File: src/rtl/adc_capture_pkg.sv
`default_nettype none
// +--------------------------------------------------------------------+
// | adc_capture_pkg: shared types and frame constants for ADC capture. |
// | Rev 1.0                                                            |
// +--------------------------------------------------------------------+
package adc_capture_pkg;

  typedef enum logic [1:0] {
    IDLE  = 2'd0,
    SETUP = 2'd1,
    SHIFT = 2'd2,
    GAP   = 2'd3
  } state_t;

  localparam int   FRAME_CLKS   = 17;
  localparam int   CFG_BITS     = 4;
  localparam int   NULL_BIT_IDX = 5;
  localparam int   DATA_BITS    = 12;
  localparam logic MSBF_BIT     = 1'b1;
  localparam logic START_BIT    = 1'b1;

  // Config bit the ADC samples on sclk rise number rise_idx (1-based).
  function automatic logic cfg_bit(input logic [4:0] rise_idx,
                                   input logic       sgl_diff,
                                   input logic       odd_sign);
    logic b;
    b = 1'b0;
    case (rise_idx)
      5'd1:    b = START_BIT;
      5'd2:    b = sgl_diff;
      5'd3:    b = odd_sign;
      5'd4:    b = MSBF_BIT;
      default: b = 1'b0;
    endcase
    return b;
  endfunction

endpackage
`default_nettype wire

File: src/rtl/adc_spi_capture_if.sv
`default_nettype none
// +--------------------------------------------------------------------+
// | adc_spi_capture_if: SPI pins between the capture block and the ADC. |
// | Rev 1.0                                                            |
// +--------------------------------------------------------------------+
interface adc_spi_capture_if;
  logic sclk;
  logic cs_n;
  logic d_in;
  logic d_out;

  modport master (output sclk, output cs_n, output d_in, input d_out);
  modport slave  (input sclk, input cs_n, input d_in, output d_out);
endinterface
`default_nettype wire

File: src/rtl/adc_sclk_gen.sv
`default_nettype none
// +--------------------------------------------------------------------+
// | adc_sclk_gen: sclk divider with strobes marking the edge that      |
// | produces each sclk rise/fall. Rev 1.0                              |
// +--------------------------------------------------------------------+
module adc_sclk_gen #(
  parameter int CLK_DIV = 12
) (
  input  logic clk,
  input  logic reset,
  input  logic en,
  input  logic clr,
  output logic sclk,
  output logic rise_evt,
  output logic fall_evt
);
  localparam int                 DIV_W    = (CLK_DIV > 1) ? $clog2(CLK_DIV) : 1;
  localparam logic [DIV_W-1:0]   DIV_LAST = DIV_W'(CLK_DIV - 1);

  logic [DIV_W-1:0] div;
  logic             tick;

  assign tick     = en && (div == DIV_LAST);
  assign rise_evt = tick && !sclk;
  assign fall_evt = tick && sclk;

  always_ff @(posedge clk) begin
    if (!reset || clr) begin
      div  <= '0;
      sclk <= 1'b0;
    end else if (en) begin
      div <= tick ? '0 : div + 1'b1;
      if (tick) sclk <= ~sclk;
    end
  end

endmodule
`default_nettype wire

File: src/rtl/adc_spi_capture.sv
`default_nettype none
// +--------------------------------------------------------------------+
// | adc_spi_capture: frame-locked MCP3202-style SPI ADC sequencer.     |
// | Optional 4-frame averaging: ADC_CAPTURE_AVG4_EN. Rev 1.0           |
// +--------------------------------------------------------------------+
module adc_spi_capture
  import adc_capture_pkg::*;
#(
  parameter int CLK_DIV    = 12,
  parameter int GAP_CYCLES = 32,
  parameter bit SGL_DIFF   = 1'b1
) (
  input  logic                 clk,
  input  logic                 reset,
  input  logic                 start,
  input  logic                 cont,
  input  logic                 ch_sel,
  adc_spi_capture_if.master    spi,
  output logic [DATA_BITS-1:0] sample,
  output logic                 sample_valid,
  output logic                 busy
);
  localparam int               GAP_W     = (GAP_CYCLES > 1) ? $clog2(GAP_CYCLES) : 1;
  localparam logic [GAP_W-1:0] GAP_LAST  = GAP_W'(GAP_CYCLES - 1);
  localparam logic [4:0]       LAST_RISE = 5'(FRAME_CLKS);
  localparam logic [4:0]       NULL_RISE = 5'(NULL_BIT_IDX);
  localparam logic [4:0]       CFG_RISE  = 5'(CFG_BITS);

  state_t               state, state_nxt;
  logic                 ch_lat, ch_nxt;
  logic                 cs_n_q, cs_n_nxt;
  logic                 d_in_q, d_in_nxt;
  logic [4:0]           rise_cnt, rise_nxt;
  logic [DATA_BITS-1:0] shift_reg, shift_nxt;
  logic [DATA_BITS-1:0] sample_nxt;
  logic                 valid_nxt, busy_nxt, frame_done;
  logic [GAP_W-1:0]     gap_cnt, gap_nxt;
  logic                 gen_en, sclk_q, rise_evt, fall_evt;

`ifdef ADC_CAPTURE_AVG4_EN
  localparam int        ACC_W = DATA_BITS + 2;
  logic [ACC_W-1:0]     acc, acc_nxt, avg_sum;
  logic [1:0]           fcnt, cnt_nxt, base_cnt;
  logic                 last_ch, last_ch_nxt;
`endif

  assign gen_en    = (state == SETUP) || (state == SHIFT);
  assign spi.sclk  = sclk_q;
  assign spi.cs_n  = cs_n_q;
  assign spi.d_in  = d_in_q;

  adc_sclk_gen #(.CLK_DIV(CLK_DIV)) u_sclk_gen (
    .clk      (clk),
    .reset    (reset),
    .en       (gen_en),
    .clr      (!gen_en),
    .sclk     (sclk_q),
    .rise_evt (rise_evt),
    .fall_evt (fall_evt)
  );

  always_ff @(posedge clk) begin
    if (!reset) begin
      state        <= IDLE;
      ch_lat       <= 1'b0;
      cs_n_q       <= 1'b1;
      d_in_q       <= 1'b0;
      rise_cnt     <= '0;
      shift_reg    <= '0;
      sample       <= '0;
      sample_valid <= 1'b0;
      busy         <= 1'b0;
      gap_cnt      <= '0;
`ifdef ADC_CAPTURE_AVG4_EN
      acc          <= '0;
      fcnt         <= '0;
      last_ch      <= 1'b0;
`endif
    end else begin
      state        <= state_nxt;
      ch_lat       <= ch_nxt;
      cs_n_q       <= cs_n_nxt;
      d_in_q       <= d_in_nxt;
      rise_cnt     <= rise_nxt;
      shift_reg    <= shift_nxt;
      sample       <= sample_nxt;
      sample_valid <= valid_nxt;
      busy         <= busy_nxt;
      gap_cnt      <= gap_nxt;
`ifdef ADC_CAPTURE_AVG4_EN
      acc          <= acc_nxt;
      fcnt         <= cnt_nxt;
      last_ch      <= last_ch_nxt;
`endif
    end
  end

  always_comb begin
    state_nxt  = state;
    ch_nxt     = ch_lat;
    cs_n_nxt   = cs_n_q;
    d_in_nxt   = d_in_q;
    rise_nxt   = rise_cnt;
    shift_nxt  = shift_reg;
    sample_nxt = sample;
    valid_nxt  = 1'b0;
    busy_nxt   = busy;
    gap_nxt    = gap_cnt;
    frame_done = 1'b0;

    case (state)
      IDLE: begin
        if (start || cont) begin
          ch_nxt    = ch_sel;
          cs_n_nxt  = 1'b0;
          busy_nxt  = 1'b1;
          d_in_nxt  = START_BIT;
          rise_nxt  = '0;
          state_nxt = SETUP;
        end
      end
      SETUP: begin
        if (rise_evt) begin
          rise_nxt  = rise_cnt + 5'd1;
          state_nxt = SHIFT;
        end
      end
      SHIFT: begin
        // rise_cnt holds the number of rises already issued.
        if (rise_evt) begin
          rise_nxt = rise_cnt + 5'd1;
          if (rise_cnt >= NULL_RISE) shift_nxt = {shift_reg[DATA_BITS-2:0], spi.d_out};
        end else if (fall_evt) begin
          if (rise_cnt == LAST_RISE) begin
            cs_n_nxt   = 1'b1;
            gap_nxt    = '0;
            state_nxt  = GAP;
            frame_done = 1'b1;
          end else if (rise_cnt <= CFG_RISE) begin
            d_in_nxt = cfg_bit(rise_cnt + 5'd1, SGL_DIFF, ch_lat);
          end
        end
      end
      GAP: begin
        if (gap_cnt == GAP_LAST) begin
          busy_nxt  = 1'b0;
          state_nxt = IDLE;
        end else begin
          gap_nxt = gap_cnt + 1'b1;
        end
      end
      default: state_nxt = IDLE;
    endcase

`ifdef ADC_CAPTURE_AVG4_EN
    acc_nxt     = acc;
    cnt_nxt     = fcnt;
    last_ch_nxt = last_ch;
    avg_sum     = '0;
    base_cnt    = '0;
    if (frame_done) begin
      // A channel switch discards the partial average of the old channel.
      base_cnt    = (ch_lat == last_ch) ? fcnt : 2'd0;
      avg_sum     = ((ch_lat == last_ch) ? acc : '0) + ACC_W'(shift_reg);
      last_ch_nxt = ch_lat;
      if (base_cnt == 2'd3) begin
        sample_nxt = avg_sum[ACC_W-1:2];
        valid_nxt  = 1'b1;
        acc_nxt    = '0;
        cnt_nxt    = '0;
      end else begin
        acc_nxt = avg_sum;
        cnt_nxt = base_cnt + 2'd1;
      end
    end
`else
    if (frame_done) begin
      sample_nxt = shift_reg;
      valid_nxt  = 1'b1;
    end
`endif
  end

endmodule
`default_nettype wire

File: src/flat_wrapper.sv
// flat-port wrapper written by rule: the top's interface ports become plain ports
module adc_spi_capture_flat import adc_capture_pkg::*;
#(
  parameter int CLK_DIV    = 12,
  parameter int GAP_CYCLES = 32,
  parameter bit SGL_DIFF   = 1'b1
)
  (clk, reset, start, cont, ch_sel, sample, sample_valid, busy, spi_sclk, spi_cs_n, spi_d_in, spi_d_out);
  adc_spi_capture_if spi_i ();
  input  logic clk;
  input  logic reset;
  input  logic start;
  input  logic cont;
  input  logic ch_sel;
  output logic [DATA_BITS-1:0] sample;
  output logic sample_valid;
  output logic busy;
  output wire logic [$bits(spi_i.sclk)-1:0] spi_sclk;
  output wire logic [$bits(spi_i.cs_n)-1:0] spi_cs_n;
  output wire logic [$bits(spi_i.d_in)-1:0] spi_d_in;
  input wire logic [$bits(spi_i.d_out)-1:0] spi_d_out;
  assign spi_sclk = spi_i.sclk;
  assign spi_cs_n = spi_i.cs_n;
  assign spi_d_in = spi_i.d_in;
  assign spi_i.d_out = spi_d_out;
  adc_spi_capture #(.CLK_DIV(CLK_DIV), .GAP_CYCLES(GAP_CYCLES), .SGL_DIFF(SGL_DIFF)) u_core (.clk(clk), .reset(reset), .start(start), .cont(cont), .ch_sel(ch_sel), .spi(spi_i), .sample(sample), .sample_valid(sample_valid), .busy(busy));
endmodule
File: config.mk
export PLATFORM = sky130hd
export DESIGN_NAME = adc_spi_capture_flat
export DESIGN_NICKNAME = d
export VERILOG_FILES = /design/src/rtl/adc_capture_pkg.sv /design/src/rtl/adc_spi_capture_if.sv /design/src/rtl/adc_sclk_gen.sv /design/src/rtl/adc_spi_capture.sv /design/src/flat_wrapper.sv
export SDC_FILE = /design/constraint.sdc
export NUM_CORES = 1
export LEC_CHECK = 0
export BUFFER_PORTS_ARGS = -buffer_cell sky130_fd_sc_hd__buf_4
export CORE_MARGIN = 2
export CORE_UTILIZATION = 48
export CTS_CLUSTER_DIAMETER = 50
export CTS_CLUSTER_SIZE = 24
export DETAILED_ROUTE_END_ITERATION = 10
export PLACE_DENSITY = 0.69
export SYNTH_ARGS = -nofsm -noshare
export SYNTH_HDL_FRONTEND = slang
export SYNTH_SLANG_ARGS = --single-unit
export TNS_END_PERCENT = 30
File: constraint.sdc
create_clock -name clk -period 2.1 [get_ports clk]
set_input_delay 0.42 -clock clk [delete_from_list [all_inputs] [get_ports clk]]
set_output_delay 0.42 -clock clk [all_outputs]
set_load 0.02 [all_outputs]
Yosys cells after proc, flatten, opt, wreduce, memory -nomap -nowiden
Cells that the tools add are included.

Bits in registers: 46. Input port bits: 6. Output and inout port bits: 17. Logic and storage cells: 98.

Add/sub/neg operators: 3. Order comparisons: 2. Equality and inequality tests: 20. Muxes and demuxes: 35. Bitwise gates (word level): 1. Reduce and logical (&&, ||, !) cells: 25.

Operator list (count): 5-bit 2-to-1 mux (6); 5-bit case mux with 2 select lines (2); 1-bit 2-to-1 mux (15); 2-bit 2-to-1 mux (6); 6-bit AND reduction (2); 5-bit by 1-bit adder with 5-bit output, second input constant (2); 5-bit by 2-bit equality test with 1-bit output, second input constant (2); 5-bit equality test, second input constant (2); 2-bit by 1-bit != test with 1-bit output, second input constant (5); 2-bit != test, second input constant (5); 5-bit AND reduction (2); 3-bit AND reduction (3); 1-bit case mux with 2 select lines (4); 2-bit case mux with 4 select lines (1); 2-bit nonzero test (4); 5-bit by 1-bit equality test with 1-bit output, second input constant (1); 5-bit by 3-bit equality test with 1-bit output, second input constant (1); 5-bit by 3-bit >= comparator with 1-bit output, second input constant (1); 5-bit by 3-bit <= comparator with 1-bit output, second input constant (1); 4-bit by 1-bit adder with 4-bit output, second input constant (1); 2-bit equality test, second input constant (2); 4-bit equality test, second input constant (1); 4-bit 2-to-1 mux (1); 2-bit AND reduction (2); other kinds (8) (14).

Longest topological paths before layout
Gate-level depths: netlist (run 1).

Depth after elaboration: 9. Gate-level depth with buffers: 7. Gate-level depth less buffers: 7.

By module
Synthesis (run 1) repeated with hierarchy kept, for this count alone.

Cell total of the unflattened synthesis: 238. Area, all modules: 2218.4 µm².

By module, submodules not included: adc_spi_capture (times used 1, cells an instance 213, area each 1985.7 µm², sequential area each 820.8 µm²); adc_sclk_gen (times used 1, cells an instance 25, area each 232.7 µm², sequential area each 100.1 µm²).

Worst setup path after synthesis (run 1)
No wires, ideal clock.

Path type: register to register. From: register u_core.state[0]. To: register u_core.gap_cnt[3]. Setup time: 0.070 ns. Arrival: 1.852 ns. Data required time: 2.030 ns. Slack: 0.178 ns. Cell stages (with the launch flop): 7. Buffers on the path: 0. Period minus slack after synthesis: 1.922 ns. Cells stage by stage: dfxtp_1 > inv_1 > ha_1 > nand4b_4 > o31a_1 > or4_1 > a21oi_1.

Word-level cells in the longest chain between the ends: 6. Elaborated cells between the ends (all ways): 14. Those cells by class: eq/ne (7); mux (1); reduce/logical (6).

Ends and longest elaborated chain: from (decl) (RTL line adc_spi_capture.sv:29) `state_t state, state_nxt;`; from (signal assigned) (RTL line adc_spi_capture.sv:80) `state <= state_nxt;`; 2-bit by 1-bit equality test with 1-bit output / 2-bit equality test (equally long branches) (RTL line adc_spi_capture.sv:47) `assign gen_en = (state == SETUP) || (state == SHIFT);`; 1-bit logical OR * (RTL line adc_spi_capture.sv:47); net u_core.gen_en (RTL line adc_spi_capture.sv:38) `logic gen_en, sclk_q, rise_evt, fall_evt;`; 1-bit logical AND * (RTL line adc_sclk_gen.sv:23) `assign tick = en && (div == DIV_LAST);`; 1-bit logical AND (on tied branches) (RTL line adc_sclk_gen.sv:24, adc_sclk_gen.sv:25); 2-bit != test (no source line) / 2-bit by 1-bit != test with 1-bit output (equally long branches); 5-bit AND reduction (no source line) *; to (signal assigned) (RTL line adc_spi_capture.sv:89) `gap_cnt <= gap_nxt;`; to (decl) (RTL line adc_spi_capture.sv:37) `logic [GAP_W-1:0] gap_cnt, gap_nxt;`.

The timed path passes the listed nets; every way through them passes the cells marked *. A chain may end at the register's enable or synchronous reset.

Worst setup path after layout (run 1)
From: register u_core.rise_cnt[0]. To: register u_core.gap_cnt[3].

Word-level cells in the longest chain between the ends: 3.

Ends and longest elaborated chain: from (decl) (RTL line adc_spi_capture.sv:33) `logic [4:0] rise_cnt, rise_nxt;`; from (signal assigned) (RTL line adc_spi_capture.sv:84) `rise_cnt <= rise_nxt;`; 5-bit equality test (RTL line adc_spi_capture.sv:134) `if (rise_cnt == LAST_RISE) begin`; 2-bit != test (no source line); 5-bit AND reduction (no source line).

No other way between the ends.

==> metrics, run 1 <==
status=complete, no violations; met2 routed wirelength=1.93 mm; initial antenna violation count=0; worst max-slew margin expressed relative to the limit=~67%; IR Drop Worst-Case VDD=0.504 mV; Inst Count DP=305; #FFs+latches synth=46; share of synthesized cell area in full adder, half adder and majority cells=roughly 7.0%; hold crit path type=in2reg; Hold Path Cell Cnt=3; latest clock arrival within the worst-skew pair=0.30 ns; final hold violation count=0; cells on worst reg2reg path=5; ant diodes=0; all-layer global routing usage=18.7%; crit-path max FO=5; number of standard cells after synthesis=227; top flip-flop cell by instance count after synthesis=dfxtp_1; horizontal die dimension=just over 70 um; wire length after detailed routing=4.32 mm; fraction of synthesized cell area taken by the top area cell type=43.2%; area added between synthesis and finish=20.1%; Warnings, synthesis=0; clk root buf=clkbuf_8; maximum clock rate=0.507 GHz; cell type with the largest total area after synthesis=dfxtp_1; Worst R2R Start=u_core.rise_cnt[0]; nets@finish=280; die area=0.00499 sq mm; crit path max-delay cell type=or4_1; kind of start point of the critical path=flop; PD cells=875 mW/mm^2; count of final max-slew check failures=0; slack of the worst reg-to-reg path=0.13 ns; sum of buffers and inverters on the critical path=0; cell chain of the critical path=ha_1 > nand4bb_1 > o31a_1 > or4_1 > a21oi_1; die outline height=70.7 um; simple logic cell fraction of the synthesized area=18.1%; final worst hold slack=0.349 ns; wire length of the first global-routing pass=around 7.5 mm; category of cells accounting for the largest share of critical-path delay=simple AND/OR/NAND/NOR gates; commonest cells after routing, fill and taps aside=dfxtp_1 (44), buf_4 (36), nor2_1 (33), mux2i_1 (29), a21oi_1 (13); Final setup violation count=0; max-capacitance violation count=0; number of placement rows=24; stage delay of the slowest cell on the critical path=0.48 ns; RR Endpoint=u_core.gap_cnt[3]; Post-Route Setup TNS=0 ns; kind of capture point of the worst setup path=flop; share of cells above drive strength 1=19.8%; share of the core filled with cells=between 50% and 60%; DR iter-0 viols=128; dominant combinational cell family by area after synthesis=simple AND/OR/NAND/NOR gates; final worst path period share=between 90% and 100%; 1st-pass router iterations=4; synthesized-area fraction occupied by xor and xnor cells=around 1.6%; leakage power=1.08 nW; Distinct cells, synth=41; TritonCTS clock tree=built; Tmin final=1.97 ns; CTS hold repair buffers=0; number of CTS-inserted buffers=5; starting utilization of the core area=49.3%; quantity of I/O buffers inserted on ports=22; transition time at the pin with the least slew margin=between 0.5 and 0.6 ns; compound-gate portion of the synthesized area=between 10% and 20%; number of standard cells in the layout, taps in and fillers out=approximately 320; via count of the first global-routing pass=1638; clock skew=between 0.005 and 0.006 ns; detailed-route via count=approximately 1700; number of top-level design ports=23; highest metal layer with signal wires=met4; global placement routability congestion=0.796; leading cell type in the layout, fill and taps excluded=dfxtp_1; clock transition at the registers of the reported paths=0.08 ns; Stages on worst setup path=5; area of the core=0.00432 sq mm; arrival time of the worst setup path=2.20 ns; Setup Crit Path Kind=reg2reg; cell area after technology mapping=0.00213 sq mm; total number of clock tree sinks=46; Routed wire per std cell=13.7 um; multiplexer area fraction after synthesis=a little over an eighth; Placed Area=0.00243 sq mm; total global routing overflow=0; DRC viols=0; net count after synthesis=245; clk buf depth=2; placed wire-length estimate after detailed placement=3.05 mm; largest cells by area after synthesis=dfxtp_1 (43%), mux2i_1 (14%), ha_1 (7.0%); number of H-tree levels=2; syn_area_per_cell=9.40 sq um; antenna-violating nets left=0; HP Start=ch_sel; Met1 Routed Length=about 2.1 mm; largest net degree at the start of global routing=24; ratio of routed vias to standard cells=5.41; Hold Path End=u_core.ch_lat; fraction of registers with async set or reset after synthesis=0%; data required time at the worst endpoint=2.33 ns; portion of the post-synthesis area used by sequential elements=~43%; Met3 Routed Length=174 um; number of flops mapped to enable cells by yosys=0; fin area=0.00256 sq mm
cell usage after synthesis, types with 2 or more instances:
cell type / number
a211oi_1: 2
a21oi_1: 13
and3_1: 2
clkbuf_1: 6
dfxtp_1: 46
ha_1: 12
inv_1: 11
mux2i_1: 29
nand2_1: 10
nand3_1: 7
nand4_1: 7
nor2_1: 33
nor2b_1: 2
o21ai_0: 12
o31ai_1: 4
or3_1: 2
or4_1: 2
xnor2_1: 4
layout make-up:
cell class | instances | area [sq um]
Fill cell | 384 | 1760
Multi-Input combinational cell | 160 | 1140
Sequential cell | 46 | 923
Timing Repair Buffer | 37 | 282
Clock buffer | 6 | 72.6
Tap cell | 52 | 65.1
Inverter | 12 | 45.0
Clock inverter | 2 | 37.5
how the worst max path moves through the flow:
stage	start	to	slack (ns)
final	u_core.rise_cnt[0]	u_core.gap_cnt[3]	0.13
after global routing	u_core.state[0]	u_core.spi.d_in	-0.003
after CTS	u_core.state[0]	u_core.gap_cnt[3]	0.05
after detailed placement	u_core.state[0]	u_core.gap_cnt[3]	0.08
after global placement	u_core.state[0]	u_core.shift_reg[0]	0.19
after floorplan	u_core.state[0]	u_core.gap_cnt[3]	0.18
layer usage:
layer  GRT usage [%]  vias up
li1                -      878
met1            25.9      777
met2            28.8       39
met3            3.13       10
met4            8.60        0
met5               0        -
through the flow:
stage	power [W]	setup slack, ns
6_report	0.00224	0.127
3_5_place_dp	0.00159	0.0823
4_1_cts	0.00225	0.0520
5_1_grt	0.00236	-0.00264
3_3_place_gp	0.00157	0.188
2_1_floorplan	0.00137	0.178
worst reg2reg max path, cell delays in order (launching register included):
cell       delay, ns
dfxtp_1         0.41
ha_1            0.25
nand4bb_1       0.21
o31a_1          0.38
or4_1           0.48
a21oi_1         0.16
cell families after synthesis:
family	Yosys count
AO/OA/AOI/OAI	41
XOR/XNOR	4
adder cells (fa/ha/maj)	12
buffers and inverters	21
flip-flops	46
multiplexers	29
AND/OR/NAND/NOR	74
power by group:
part	total, W	switching [W]	internal, W
sequential	0.000970	0.0000393	0.000931
combinational	0.000613	0.000360	0.000253
clock	0.000657	0.000302	0.000355
total	0.00224	0.000702	0.00154
what timing repair did:
| item | 4_1_cts | 5_1_grt |
|---|---|---|
| setup endpoints to repair | 0 | 18 |
| resized for setup | 0 | 6 |
| buffers inserted | 0 | 2 |
No activity file was read; power rests on OpenSTA's default activity.
==> run 2: changes to the inputs <==
- clock period: 2.1 -> 2.5 ns (I/O delays scaled with it)
==> metrics, run 2 (synthesis gave the netlist of run 1 again) <==
status=complete, no violations; sum of buffers and inverters on the critical path=1 (+1); IR Drop Worst-Case VDD=0.447 mV (-11%); quantity of I/O buffers inserted on ports=22 (unchanged); number of CTS-inserted buffers=5 (unchanged); clock transition at the registers of the reported paths=0.08 ns (about the same); starting utilization of the core area=49.3% (unchanged); Routed wire per std cell=14.6 um (+6.9%); Tmin final=2.28 ns (+0.304 ns); TritonCTS clock tree=built; final worst path period share=91.1% (-2.9 points); clock skew=0.00918 ns (+0.00321 ns); Worst setup startpoint=u_core.state[1]; final hold violation count=0 (unchanged); ant diodes=0 (unchanged); largest net degree at the start of global routing=26 (+8.3%); Worst R2R Start=u_core.state[1]; Setup Crit Path Kind=reg2reg; Post-Route Setup TNS=0 ns (unchanged); leakage power=1.02 nW (-4.9%); latest clock arrival within the worst-skew pair=0.30 ns (about the same); number of gates resized after cts=0 (unchanged); via count of the first global-routing pass=1657 (+1.2%); 1st-pass router iterations=6 (+2); Final setup violation count=0 (unchanged); DR iter-0 viols=76 (-41%); final worst hold slack=0.438 ns (+0.0888 ns); number of placement rows=24 (unchanged); ratio of routed vias to standard cells=5.64 (+4.2%); PD cells=747 mW/mm^2 (-15%); wire length of the first global-routing pass=7.44 mm (-1.5%); stage delay of the slowest cell on the critical path=0.85 ns (+0.37 ns); cell chain of the critical path=inv_1 > ha_1 > nand4b_4 > a2111oi_4 > mux2i_1 > nor2_1; max-capacitance violation count=0 (unchanged); DRC viols=0 (unchanged); wire length after detailed routing=4.45 mm (+3.1%); total global routing overflow=0 (unchanged); placed wire-length estimate after detailed placement=3.14 mm (+3.1%); share of cells above drive strength 1=15.1% (-4.7 points); total number of clock tree sinks=46 (unchanged); CTS hold repair buffers=0 (unchanged); clk buf depth=2 (unchanged); antenna-violating nets left=0 (unchanged); Inst Count DP=296 (-3.0%); count of final max-slew check failures=0 (unchanged); kind of start point of the critical path=flop; crit-path max FO=12 (+7); post-CTS setup buffer count=0 (unchanged); kind of capture point of the worst setup path=flop; crit path max-delay cell type=a2111oi_4; die area=0.00499 sq mm (unchanged); die outline height=70.7 um (unchanged); data required time at the worst endpoint=2.69 ns (+0.36 ns); number of H-tree levels=2 (unchanged); worst max-slew margin expressed relative to the limit=30.5% (-36 points); Pwr Total=0.00185 W (-18%); arrival time of the worst setup path=2.46 ns (+0.26 ns); hold crit path type=in2reg; category of cells accounting for the largest share of critical-path delay=compound AO/OA/AOI/OAI gates; number of standard cells in the layout, taps in and fillers out=304 (-3.5%); global placement routability congestion=0.824 (+3.5%); detailed-route via count=1714 (+0.59%); transition time at the pin with the least slew margin=1.04 ns (+0.542 ns); HP Start=spi_d_out; leading cell type in the layout, fill and taps excluded=dfxtp_1; number of top-level design ports=23 (unchanged); area of the core=0.00432 sq mm (unchanged); RSZ-0062 raised after global routing=no; horizontal die dimension=70.7 um (unchanged); all-layer global routing usage=18.8% (+0.090 points); maximum clock rate=0.439 GHz (-13%); commonest cells after routing, fill and taps aside=dfxtp_1 (46), nor2_1 (33), mux2i_1 (29), buf_4 (26), a21oi_1 (13); nets@finish=269 (-3.9%); Fillers=404 (+5.2%); area added between synthesis and finish=15.8%; clk root buf=clkbuf_8; initial antenna violation count=0 (unchanged)
[run 2: path summary, 6_finish.rpt]
| kind | slack (ns) | cells past startpoint | endpoint |
|---|---|---|---|
| max reg2reg | 0.22 | 6 | u_core.shift_reg[1] |
| max | 0.22 | 6 | u_core.shift_reg[1] |
| min reg2reg | 0.47 | 1 | u_core.u_sclk_gen.div[0] |
| min | 0.44 | 3 | u_core.shift_reg[0] |
[run 2: final cells by class]
cell class | count | area, sq um | share of cell area, %
clock buffer | 6 | 72.6 | 2.94
clock inverter | 2 | 37.5 | 1.52
inverter | 12 | 45.0 | 1.82
multi-input combinational | 160 | 1130 | 45.9
sequential | 46 | 921 | 37.3
tap | 52 | 65.1 | 2.63
timing repair buffer | 26 | 195 | 7.90
[run 2: stage by stage]
step                      worst slack [ns]  util (%)  area (sq um)
after global routing                0.0675      57.1          2470
after detailed placement             0.233      54.6          2360
after CTS                            0.213      57.1          2470
after global placement               0.291      54.6          2360
final                                0.223      57.1          2470
after floorplan                      0.578         -          2130
[run 2: report_power, final]
group / internal, W / leakage, nW / switching (W)
sequential: 0.000779 / 0.372 / 0.0000359
clock: 0.000298 / 0.0514 / 0.000248
combinational: 0.000180 / 0.599 / 0.000304
total: 0.00126 / 1.02 / 0.000588
[run 2: metal layers]
metal	wire [um]	share of wire (%)	GRT usage, %
met5	0	0	0
met4	108	2.4	10.3
met3	147	3.3	2.99
met2	2040	46	29.1
met1	2160	49	25.3
[run 2: worst reg2reg max path: cells and delay by family (launching register included)]
kind,cells,cell delay [ns]
AOI/OAI and AO/OA,1,0.85
and+or+nand+nor,2,0.23
buffers and inverters,1,0.09
muxes,1,0.29
adders and majority gates,1,0.33
DFF,1,0.39
==> run 3: changes to the inputs <==
- RECOVER_POWER: unset -> 50
==> metrics, run 3 (synthesis gave the netlist of run 1 again) <==
hold crit path type=in2reg; share of the core filled with cells=55.6% (-1.5 points); latest clock arrival within the worst-skew pair=0.30 ns (about the same); Hold Path Cell Cnt=3 (unchanged); post-CTS setup buffer count=0 (unchanged); Routed wire per std cell=14.6 um (-0.18%); total number of clock tree sinks=46 (unchanged); maximum clock rate=0.440 GHz (+0.21%); clk root buf=clkbuf_8; GR Layer Usage met3=2.99% (unchanged); area of the core=0.00432 sq mm (unchanged); max-capacitance violation count=0 (unchanged); clock transition at the registers of the reported paths=0.09 ns (about the same); antenna-violating nets left=0 (unchanged); initial antenna violation count=0 (unchanged); global-route met1 utilization=25.3% (unchanged); number of top-level design ports=23 (unchanged); IR Drop Worst-Case VDD=0.435 mV (-2.6%); data required time at the worst endpoint=2.70 ns (about the same); number of CTS-inserted buffers=5 (unchanged); wire length after detailed routing=4.45 mm (-0.18%); RR Endpoint=u_core.shift_reg[8]; DRC viols=0 (unchanged); share of cells above drive strength 1=8.33% (-6.7 points); TritonCTS clock tree=built; total global routing overflow=0 (unchanged); clk buf depth=2 (unchanged); crit-path max FO=12 (unchanged); arrival time of the worst setup path=2.47 ns (about the same); final worst hold slack=0.435 ns (-0.00301 ns); count of final max-slew check failures=0 (unchanged); leading cell type in the layout, fill and taps excluded=dfxtp_1; number of placement rows=24 (unchanged); horizontal die dimension=70.7 um (unchanged); kind of capture point of the worst setup path=flop; leakage power=0.952 nW (-6.9%); ant diodes=0 (unchanged); CTS hold repair buffers=0 (unchanged); cells on worst reg2reg path=6 (unchanged); Worst R2R Start=u_core.state[1]; wire length of the first global-routing pass=7.44 mm (unchanged); RSZ-0062 raised after global routing=no; Setup Crit Path Kind=reg2reg; number of gates resized after cts=0 (unchanged); quantity of I/O buffers inserted on ports=22 (unchanged); clock skew=0.00819 ns (-0.000990 ns); via count of the first global-routing pass=1657 (unchanged); global-route track usage on met2=29.1% (unchanged); detailed-route via count=1693 (-1.2%); slack of the worst reg-to-reg path=0.23 ns (about the same); ratio of routed vias to standard cells=5.57 (-1.2%); layer carrying the most global-route usage=met2; HP Start=spi_d_out; die outline height=70.7 um (unchanged); die area=0.00499 sq mm (unchanged); Final setup violation count=0 (unchanged); worst max-slew margin expressed relative to the limit=30.5% (+0.062 points); final hold violation count=0 (unchanged); Tmin final=2.27 ns (-0.00469 ns); transition time at the pin with the least slew margin=1.04 ns (-0.000928 ns); largest net degree at the start of global routing=26 (unchanged); placed wire-length estimate after detailed placement=3.14 mm (unchanged); all-layer global routing usage=18.8% (unchanged); 1st-pass router iterations=4 (-2); PD cells=761 mW/mm^2 (+1.8%); Hold Path End=u_core.shift_reg[0]; Post-Route Setup TNS=0 ns (unchanged); starting utilization of the core area=49.3% (unchanged); DR iter-0 viols=69 (-9.2%); area added between synthesis and finish=12.8%; commonest cells after routing, fill and taps aside=dfxtp_1 (46), nor2_1 (33), mux2i_1 (29), clkbuf_1 (18), a21oi_1 (13); final worst path period share=90.9% (-0.19 points); nets@finish=269 (unchanged); status=complete, no violations; number of H-tree levels=2 (unchanged); global placement routability congestion=0.824 (unchanged); kind of start point of the critical path=flop
run 3: per-stage QoR:
step / area, sq um / worst slack [ns] / total power (W) / instances
finish: 2410 / 0.228 / 0.00183 / 304
global route: 2410 / 0.0675 / 0.00192 / 304
CTS: 2470 / 0.213 / 0.00185 / 304
detailed placement: 2360 / 0.233 / 0.00130 / 296
global placement: 2360 / 0.291 / 0.00130 / 296
floorplan: 2130 / 0.578 / 0.00115 / 227
run 3: area by class of cell:
cell class                      count  area, sq um
Fill cell                         429         1920
Multi-Input combinational cell    160         1130
Sequential cell                    46          921
Timing Repair Buffer               26          131
Clock buffer                        6         72.6
Tap cell                           52         65.1
Inverter                           12         45.0
Clock inverter                      2         37.5
run 3: per-layer routing:
metal / routed length [um] / vias to the layer above
li1: - / 850
met1: 2130 / 801
met2: 2040 / 31
met3: 169 / 11
met4: 106 / 0
met5: 0 / -
run 3: worst max path at each step:
stage | start | to | slack [ns]
final | u_core.state[1] | u_core.shift_reg[8] | 0.23
after global routing | u_core.state[0] | u_core.shift_reg[8] | 0.07
after CTS | u_core.state[1] | u_core.shift_reg[8] | 0.21
after detailed placement | u_core.state[1] | u_core.shift_reg[1] | 0.23
after global placement | u_core.state[1] | u_core.shift_reg[8] | 0.29
after floorplan | u_core.state[0] | u_core.gap_cnt[3] | 0.58
run 3: power by group:
part / leakage, nW / switching (W) / total [W] / internal [W]
Clock: 0.0514 / 0.000249 / 0.000548 / 0.000298
Sequential: 0.372 / 0.0000350 / 0.000814 / 0.000779
Combinational: 0.528 / 0.000303 / 0.000469 / 0.000166
run 3: worst max-delay path: stages, from the launching register on:
cell       delay [ns]
dfxtp_1          0.39
inv_1            0.09
ha_1             0.33
nand4b_4         0.18
a2111oi_4        0.84
mux2i_1          0.29
nor2_1           0.05
